==> src/rtl/player_ctrl_param.sv <==
// =============================================================================
// player_ctrl_param
// -----------------------------------------------------------------------------
// Player controller for the Space Invaders datapath.
//
// Turns the raw joystick code into rate-limited, edge-saturated horizontal
// motion, issues fire requests to the bullet block over a valid/ready
// handshake with a cooldown, and runs the hit / respawn sequence.
//
// Optional build macro:
//   PLAYER_ACCEL_EN  - when defined, a hold counter tracks consecutive move
//                      ticks in the same direction; once it reaches
//                      ACCEL_TICKS the step doubles. When undefined, the step
//                      is always STEP and no hold counter exists.
//
// Ports:
//   Clk            in   system clock
//   Reset          in   synchronous reset, active-low
//   Enable         in   game running; low = paused (no motion, no new shots)
//   Joystick_data  in   raw horizontal joystick code [JOY_W]
//   Fire_btn       in   fire button level, already synchronised
//   Player_Hit     in   one-cycle hit pulse from collision logic
//   Shot_ready     in   bullet block can accept a shot
//   Player_Row     out  fixed player row [ROW_W]
//   Player_Col     out  player column [COL_W]
//   Player_Alive   out  high while the player is alive
//   Shot_valid     out  shot request pending
//   Shot_col       out  shot spawn column, stable while Shot_valid [COL_W]
// =============================================================================
module player_ctrl_param #(
   parameter int ROW_W       = 9,
   parameter int COL_W       = 10,
   parameter int JOY_W       = 4,
   parameter int JOY_CENTER  = 5,
   parameter int JOY_DEAD    = 1,
   parameter int ROW_POS     = 440,
   parameter int COL_MIN     = 8,
   parameter int COL_MAX     = 600,
   parameter int START_COL   = 304,
   parameter int STEP        = 2,
   parameter int MOVE_DIV    = 250000,
   parameter int SHOT_OFFSET = 16,
   parameter int COOLDOWN    = 5000000,
   parameter int RESPAWN     = 100000000,
   parameter int ACCEL_TICKS = 32
) (
   input  logic             Clk,
   input  logic             Reset,
   input  logic             Enable,
   input  logic [JOY_W-1:0] Joystick_data,
   input  logic             Fire_btn,
   input  logic             Player_Hit,
   input  logic             Shot_ready,
   output logic [ROW_W-1:0] Player_Row,
   output logic [COL_W-1:0] Player_Col,
   output logic             Player_Alive,
   output logic             Shot_valid,
   output logic [COL_W-1:0] Shot_col
);

   // ------------------------------------------------------------------------
   // Elaboration-time sanity check on the timing parameters.
   // ------------------------------------------------------------------------
   if (MOVE_DIV < 2 || COOLDOWN < 1 || RESPAWN < 1 || ACCEL_TICKS < 1) begin : g_param_check
      $error("player_ctrl_param: MOVE_DIV must be >= 2, COOLDOWN, RESPAWN and ACCEL_TICKS >= 1");
   end

   // ------------------------------------------------------------------------
   // Derived constants
   // ------------------------------------------------------------------------
   localparam int DIV_W   = $clog2(MOVE_DIV);
   localparam int TMR_MAX = (COOLDOWN > RESPAWN) ? COOLDOWN : RESPAWN;
   localparam int TMR_W   = $clog2(TMR_MAX + 1);
   // Column arithmetic is done one bit wider so right moves cannot wrap.
   localparam int CW1     = COL_W + 1;
   localparam int JOY_HI  = JOY_CENTER + JOY_DEAD;
   localparam int JOY_LO  = JOY_CENTER - JOY_DEAD;

   localparam logic [DIV_W-1:0] DIV_LAST   = DIV_W'(MOVE_DIV - 1);
   localparam logic [TMR_W-1:0] COOL_LAST  = TMR_W'(COOLDOWN - 1);
   localparam logic [TMR_W-1:0] RESP_LAST  = TMR_W'(RESPAWN - 1);
   localparam logic [CW1-1:0]   COL_MIN_X  = CW1'(COL_MIN);
   localparam logic [CW1-1:0]   COL_MAX_X  = CW1'(COL_MAX);
   localparam logic [COL_W-1:0] COL_MIN_C  = COL_W'(COL_MIN);
   localparam logic [COL_W-1:0] COL_MAX_C  = COL_W'(COL_MAX);
   localparam logic [COL_W-1:0] START_C    = COL_W'(START_COL);
   localparam logic [COL_W-1:0] OFFSET_C   = COL_W'(SHOT_OFFSET);

   typedef enum logic [1:0] {
      ST_IDLE,
      ST_REQ,
      ST_COOL,
      ST_DEAD
   } state_t;

   typedef enum logic [1:0] {
      DIR_NONE,
      DIR_LEFT,
      DIR_RIGHT
   } dir_t;

   // ------------------------------------------------------------------------
   // Registers and wires
   // ------------------------------------------------------------------------
   state_t             r_state;
   state_t             w_state_next;
   logic [DIV_W-1:0]   r_div_cnt;
   logic [TMR_W-1:0]   r_timer;
   logic [COL_W-1:0]   r_col;
   logic [COL_W-1:0]   r_shot_col;
   logic               r_fire_d;

   logic               w_alive;
   logic               w_run;
   logic               w_tick;
   logic               w_fire_rise;
   logic               w_load_shot;
   logic               w_respawn;
   int                 w_joy_val;
   dir_t               w_dir;
   logic [CW1-1:0]     w_step;
   logic [CW1-1:0]     w_col_ext;
   logic [CW1-1:0]     w_col_right;
   logic [CW1-1:0]     w_col_left;
   logic [COL_W-1:0]   w_col_move;

   assign w_alive     = (r_state != ST_DEAD);
   // The divider only runs while the game is live; pausing or dying freezes it.
   assign w_run       = Enable && w_alive;
   assign w_tick      = w_run && (r_div_cnt == DIV_LAST);
   assign w_fire_rise = Fire_btn && !r_fire_d;
   assign w_respawn   = (r_state == ST_DEAD) && (r_timer == RESP_LAST);

   // ------------------------------------------------------------------------
   // Joystick decode: codes inside the dead band around JOY_CENTER are neutral.
   // ------------------------------------------------------------------------
   assign w_joy_val = int'(Joystick_data);

   always_comb begin
      // NOTE: every signal written here gets a default first so no path
      // leaves it unassigned; that is what keeps latches from being inferred.
      w_dir = DIR_NONE;
      if (w_joy_val > JOY_HI) begin
         w_dir = DIR_RIGHT;
      end else if (w_joy_val < JOY_LO) begin
         w_dir = DIR_LEFT;
      end
   end

   // ------------------------------------------------------------------------
   // Step size (optionally accelerated)
   // ------------------------------------------------------------------------
`ifdef PLAYER_ACCEL_EN
   localparam int              HOLD_W   = $clog2(ACCEL_TICKS + 1);
   localparam logic [HOLD_W-1:0] HOLD_LIM = HOLD_W'(ACCEL_TICKS);

   logic [HOLD_W-1:0] r_hold_cnt;
   dir_t              r_last_dir;
   logic [HOLD_W-1:0] w_hold_next;

   // The step is chosen from the count this tick will produce, so the tick
   // that reaches ACCEL_TICKS already moves at double speed.
   always_comb begin
      w_hold_next = '0;
      if ((w_dir != DIR_NONE) && (w_dir == r_last_dir)) begin
         w_hold_next = (r_hold_cnt == HOLD_LIM) ? r_hold_cnt : r_hold_cnt + 1'b1;
      end
   end

   assign w_step = (w_hold_next >= HOLD_LIM) ? CW1'(2 * STEP) : CW1'(STEP);

   always_ff @(posedge Clk) begin
      if (!Reset) begin
         r_hold_cnt <= '0;
         r_last_dir <= DIR_NONE;
      end else if ((w_state_next == ST_DEAD) && (r_state != ST_DEAD)) begin
         r_hold_cnt <= '0;
      end else if (w_tick) begin
         r_hold_cnt <= w_hold_next;
         r_last_dir <= w_dir;
      end
   end
`else
   assign w_step = CW1'(STEP);
`endif

   // ------------------------------------------------------------------------
   // Saturating column update
   // ------------------------------------------------------------------------
   assign w_col_ext   = {1'b0, r_col};
   assign w_col_right = w_col_ext + w_step;
   assign w_col_left  = w_col_ext - w_step;

   always_comb begin
      w_col_move = r_col;
      case (w_dir)
         DIR_RIGHT: begin
            if (w_col_right > COL_MAX_X) begin
               w_col_move = COL_MAX_C;
            end else begin
               w_col_move = w_col_right[COL_W-1:0];
            end
         end
         DIR_LEFT: begin
            // Compare before subtracting so a small column never underflows.
            if (w_col_ext < COL_MIN_X + w_step) begin
               w_col_move = COL_MIN_C;
            end else begin
               w_col_move = w_col_left[COL_W-1:0];
            end
         end
         default: w_col_move = r_col;
      endcase
   end

   // ------------------------------------------------------------------------
   // Move divider and column register
   // ------------------------------------------------------------------------
   always_ff @(posedge Clk) begin
      // NOTE: clocked state uses non-blocking assignments so every register
      // samples pre-edge values regardless of statement order.
      if (!Reset) begin
         r_div_cnt <= '0;
      end else if (w_run) begin
         r_div_cnt <= w_tick ? '0 : r_div_cnt + 1'b1;
      end
   end

   always_ff @(posedge Clk) begin
      if (!Reset) begin
         r_col <= START_C;
      end else if (w_respawn) begin
         r_col <= START_C;
      end else if (w_tick) begin
         r_col <= w_col_move;
      end
   end

   // ------------------------------------------------------------------------
   // Fire / life FSM: state register
   // ------------------------------------------------------------------------
   always_ff @(posedge Clk) begin
      if (!Reset) begin
         r_state <= ST_IDLE;
      end else begin
         r_state <= w_state_next;
      end
   end

   // ------------------------------------------------------------------------
   // Fire / life FSM: next-state logic
   // ------------------------------------------------------------------------
   always_comb begin
      w_state_next = r_state;
      w_load_shot  = 1'b0;
      case (r_state)
         ST_IDLE: begin
            if (Player_Hit) begin
               w_state_next = ST_DEAD;
            end else if (w_fire_rise && Enable) begin
               w_state_next = ST_REQ;
               w_load_shot  = 1'b1;
            end
         end
         ST_REQ: begin
            // A hit together with Shot_ready still completes the transfer
            // (valid and ready are both high); the player then dies.
            if (Player_Hit) begin
               w_state_next = ST_DEAD;
            end else if (Shot_ready) begin
               w_state_next = ST_COOL;
            end
         end
         ST_COOL: begin
            if (Player_Hit) begin
               w_state_next = ST_DEAD;
            end else if (r_timer == COOL_LAST) begin
               w_state_next = ST_IDLE;
            end
         end
         ST_DEAD: begin
            // Further hits are ignored so the respawn timer is never restarted.
            if (r_timer == RESP_LAST) begin
               w_state_next = ST_IDLE;
            end
         end
         default: w_state_next = ST_IDLE;
      endcase
   end

   // ------------------------------------------------------------------------
   // Shared cooldown / respawn timer: restarts at 0 on every state change and
   // counts only in COOL and DEAD.
   // ------------------------------------------------------------------------
   always_ff @(posedge Clk) begin
      if (!Reset) begin
         r_timer <= '0;
      end else if (w_state_next != r_state) begin
         r_timer <= '0;
      end else if ((r_state == ST_COOL) || (r_state == ST_DEAD)) begin
         r_timer <= r_timer + 1'b1;
      end
   end

   // ------------------------------------------------------------------------
   // Fire edge detect and shot column capture
   // ------------------------------------------------------------------------
   always_ff @(posedge Clk) begin
      if (!Reset) begin
         r_fire_d   <= 1'b0;
         r_shot_col <= '0;
      end else begin
         r_fire_d <= Fire_btn;
         if (w_load_shot) begin
            // Wraps at COL_W bits by design.
            r_shot_col <= r_col + OFFSET_C;
         end
      end
   end

   // ------------------------------------------------------------------------
   // Outputs
   // ------------------------------------------------------------------------
   assign Player_Row   = ROW_W'(ROW_POS);
   assign Player_Col   = r_col;
   assign Player_Alive = w_alive;
   assign Shot_valid   = (r_state == ST_REQ);
   assign Shot_col     = r_shot_col;

endmodule

==> config.mk <==
export PLATFORM = sky130hd
export DESIGN_NAME = player_ctrl_param
export DESIGN_NICKNAME = d
export VERILOG_FILES = /design/src/rtl/player_ctrl_param.sv
export SDC_FILE = /design/constraint.sdc
export NUM_CORES = 1
export LEC_CHECK = 0
export ABC_AREA = 1
export BUFFER_PORTS_ARGS = -buffer_cell sky130_fd_sc_hd__buf_2
export CORE_UTILIZATION = 50
export DETAILED_ROUTE_END_ITERATION = 8
export PLACE_DENSITY = 0.69
export SETUP_SLACK_MARGIN = 0.05
export SYNTH_ARGS = -nofsm -noshare
export SYNTH_HDL_FRONTEND = slang
export SYNTH_SLANG_ARGS = --single-unit
export TNS_END_PERCENT = 10
==> constraint.sdc <==
create_clock -name Clk -period 2.4 [get_ports Clk]
set_input_delay 0.12 -clock Clk [delete_from_list [all_inputs] [get_ports Clk]]
set_output_delay 0.12 -clock Clk [all_outputs]
set_load 0.05 [all_outputs]
==> results.txt <==
* Outcome: finished clean
- Setup repair after global routing left no endpoint under its margin.
- In this run the remaining antenna-violating nets after routing total 0.
- Of the total power, registers draw 0.468.
* Sum of net half-perimeters after detailed placement: 7160 um
- The floorplan step defined a core boundary enclosing 8180 sq um.
- CTS H-tree depth: 3
* Via count of the first global-routing pass: 3580
* Per-instance average area after synthesis: 6.61 sq um
- After clock tree synthesis, the setup repair step added 0 buffers.
- Number of buffers created by CTS: 9
- At the later pin of the worst-skew pair, clock insertion delay measures 350 ps.
- For this design the ratio of total power to cell area is 524 nW/um^2.
- For this run, the post-layout net count is 686.
- The share of synthesized area in the top cell type comes to 0.314.
- Critical path endpoint category: register
- From left edge to right edge, the die measures 93.8 um.
* Ys async rst share: 0
* Filler-free cell count of the finished design: 780
- Wires add up to 9320 um.
- Final routed wire length divided by cell count: 12.0 um
* Crit path launch type: register
- The analysis attributes to net switching a power of 672 uW.
- Clock tree from TritonCTS: done
- Leading cell types by count after synthesis: nand2_1 (135), inv_1 (86), nor2_1 (86)
- The first detailed-routing pass ran for 4 iterations.
- The most used flip-flop cell after synthesis is dfxtp_1.
* Clock period minus final worst setup slack: 1880 ps
* Number of DRC markers in iteration 0: 193
- Total count of max-transition violations in the final report: 0
* Clk pwr share: 0.431
- Maximum clock skew at final layout: approximately 8.5 ps
* Achievable clock frequency: 0.531 GHz
- Class of the tightest hold or removal check: in -> reg
- At the worst endpoint, the arrival time is approximately 2100 ps.
- The share of the Yosys chip area taken by registers is 0.314.
- Total of cells resized after clock tree synthesis: 0
- Number of standard cells after synthesis: 637
* # DRC: 0
- The mapped netlist covers 4210 sq um.
* Final critical-path share of the clock period: 0.784
- For this configuration, the core starts out at a cell density of 0.515.
* Internal cell power: ~1700 uW
- Clock transition at the registers of the reported paths: 80 ps
- Max-cap violations in this run came to 0.
* Switching portion of total power: 0.278
* Crit Path Max Fanout: 7
* Area of the die: a little under 9000 sq um
- Cell types with the largest area share after synthesis: dfxtp_1 (31%), nand2_1 (12%), inv_1 (7.7%)
* Finish-stage setup viols: 0
- Die Ht: 93.8 um
- Sum of overflow across all layers after global routing: 0
- Number of flip-flops and latches in the synthesized netlist: 66
- VDD sags by at most ~0.24 mV.
- Weighted congestion at the end of routability-driven global placement: 0.983
- Of the total power, combinational logic draws 0.102.
* Biggest area consumer among synthesized cells: dfxtp_1
- Critical Setup Path Class: reg -> reg
- Average via count per standard cell: 5.02
- Of the cells placed in the final design, the portion with a size suffix greater than 1 is 0.154.
- The repair_antennas step left the layout with diodes totalling 0.
* Post-route setup TNS: 0 ps
- The initial antenna violation count came to 0.
- Most numerous cell in the Yosys netlist: nand2_1
- Counting every sink on the clock net gives 66.
* WP data required: ~2700 ps
* Max_slew headroom: 0.579
- The first global-routing pass estimated ~16000 um of wire.
* Synth Warn #: 0
* Cell at the root of the clock tree: clkbuf_8
* Reg-to-reg setup timing slack: 520 ps
* Vias: 3918
- Including well taps, the total number of placed cells is between 700 and 800.
* Number of hold-repair buffers added at the cts stage: 1
* Synth unique cells: 36
* Number of enable-type register cells in the synthesized netlist: 0
* Maximum number of pins on one net before global-route repair: 28
* PortBufs: 29
* Deepest clock path buffer count: 2
- Compared with the post-synthesis result, the final layout area differs by 9.84%.
- For the pin with the worst max-slew slack, the measured transition is ~630 ps.
* Standard-cell rows: 33
- For this run, the total global-route usage over all layers was measured as 0.229.
- Count of pins on the block boundary: just over 40
* Static power due to leakage: 0.00198 uW
- The number of hold violations in the final report is 0.
- The filler cells instantiated in the layout total 838.
[cells in the final DEF (no fill, tap or decap), types with 7 or more instances in the layout]
master | Yosys | routed
nand2_1 | 135 | 135
nor2_1 | 86 | 86
inv_1 | 86 | 86
dfxtp_1 | 66 | 66
nand3_1 | 43 | 43
a21oi_1 | 29 | 29
buf_2 | 3 | 29
xor2_1 | 27 | 27
nor3_1 | 24 | 24
o21ai_0 | 22 | 22
nand4_1 | 19 | 19
nor2_2 | 18 | 18
conb_1 | 2 | 11
nand2_2 | 9 | 9
clkbuf_8 | 0 | 9
nor2_4 | 8 | 8
nand3_2 | 7 | 7
[metal layers]
layer  vias to the layer above  wire length [um]  global-route usage
li1                       2065                 -                   -
met5                         -                 0                   0
met2                       106              4350               0.389
met4                         0               165              0.0910
met1                      1731              4260               0.278
met3                        16               551              0.0494
[cells by family (layout without fill, tap and decap cells)]
family,Yosys count,after routing,synth area share
multiplexers,1,1,0.00238
buffers and inverters,114,143,0.120
adder cells (fa/ha/maj),6,6,0.0178
AND/OR/NAND/NOR,361,361,0.412
flip-flops,66,66,0.314
XOR/XNOR,29,29,0.0603
AO/OA/AOI/OAI,58,58,0.0713
other,2,11,0.00178
[worst paths after layout]
path                      start             to  cells past startpoint
setup / recovery  Player_Col[1]  Player_Col[4]                     10
hold / removal            Reset       r_fire_d                      3
setup reg to reg  Player_Col[1]  Player_Col[4]                     10
hold reg to reg   r_div_cnt[16]  r_div_cnt[16]                      2
[critical path: stages (launching register included)]
cell and delay (ps):
dfxtp_1 450, ha_1 280, nand2_1 90, nor2_1 140, nand2_1 90, xor2_1 220
a21oi_1 120, nand2_1 180, nand3_1 100, nand2_1 70, nand2_1 40
[registers in the layout, summed over array words and instances, names as in the netlist]
register and flops:
r_timer 27, r_div_cnt 18, Player_Col 9, Shot_col 9
r_state 2, r_fire_d 1
[layout make-up]
type | count | area (sq um) | area share
multi-input cells | 466 | 2410 | 0.522
flip-flops and latches | 66 | 1320 | 0.286
inverters | 94 | 360 | 0.0779
repair buffers | 33 | 178 | 0.0384
well taps | 105 | 131 | 0.0284
clock buffers | 9 | 124 | 0.0268
clock inverters | 7 | 93.8 | 0.0203
[power by group through the flow]
stage / registers, uW / clock network, uW / logic (uW)
detailed placement: 1160 / 0 / 245
global placement: 1160 / 0 / 243
finish: 1130 / 1040 / 246
CTS: 1130 / 1070 / 247
floorplan: 1170 / 0 / 212
global route: 1140 / 1110 / 270
[through the flow]
| step | util | hold WS (ps) | worst slack, ps | total power (uW) | cell area, sq um |
|---|---|---|---|---|---|
| global route | 0.566 | 157 | 318 | 2510 | 4620 |
| global placement | 0.538 | 345 | 600 | 1400 | 4400 |
| floorplan | - | 213 | 451 | 1380 | 4240 |
| CTS | 0.566 | 117 | 535 | 2450 | 4620 |
| finish | 0.566 | 132 | 518 | 2420 | 4620 |
| detailed placement | 0.538 | 352 | 558 | 1400 | 4400 |
Power figures use the tool's default switching activity.
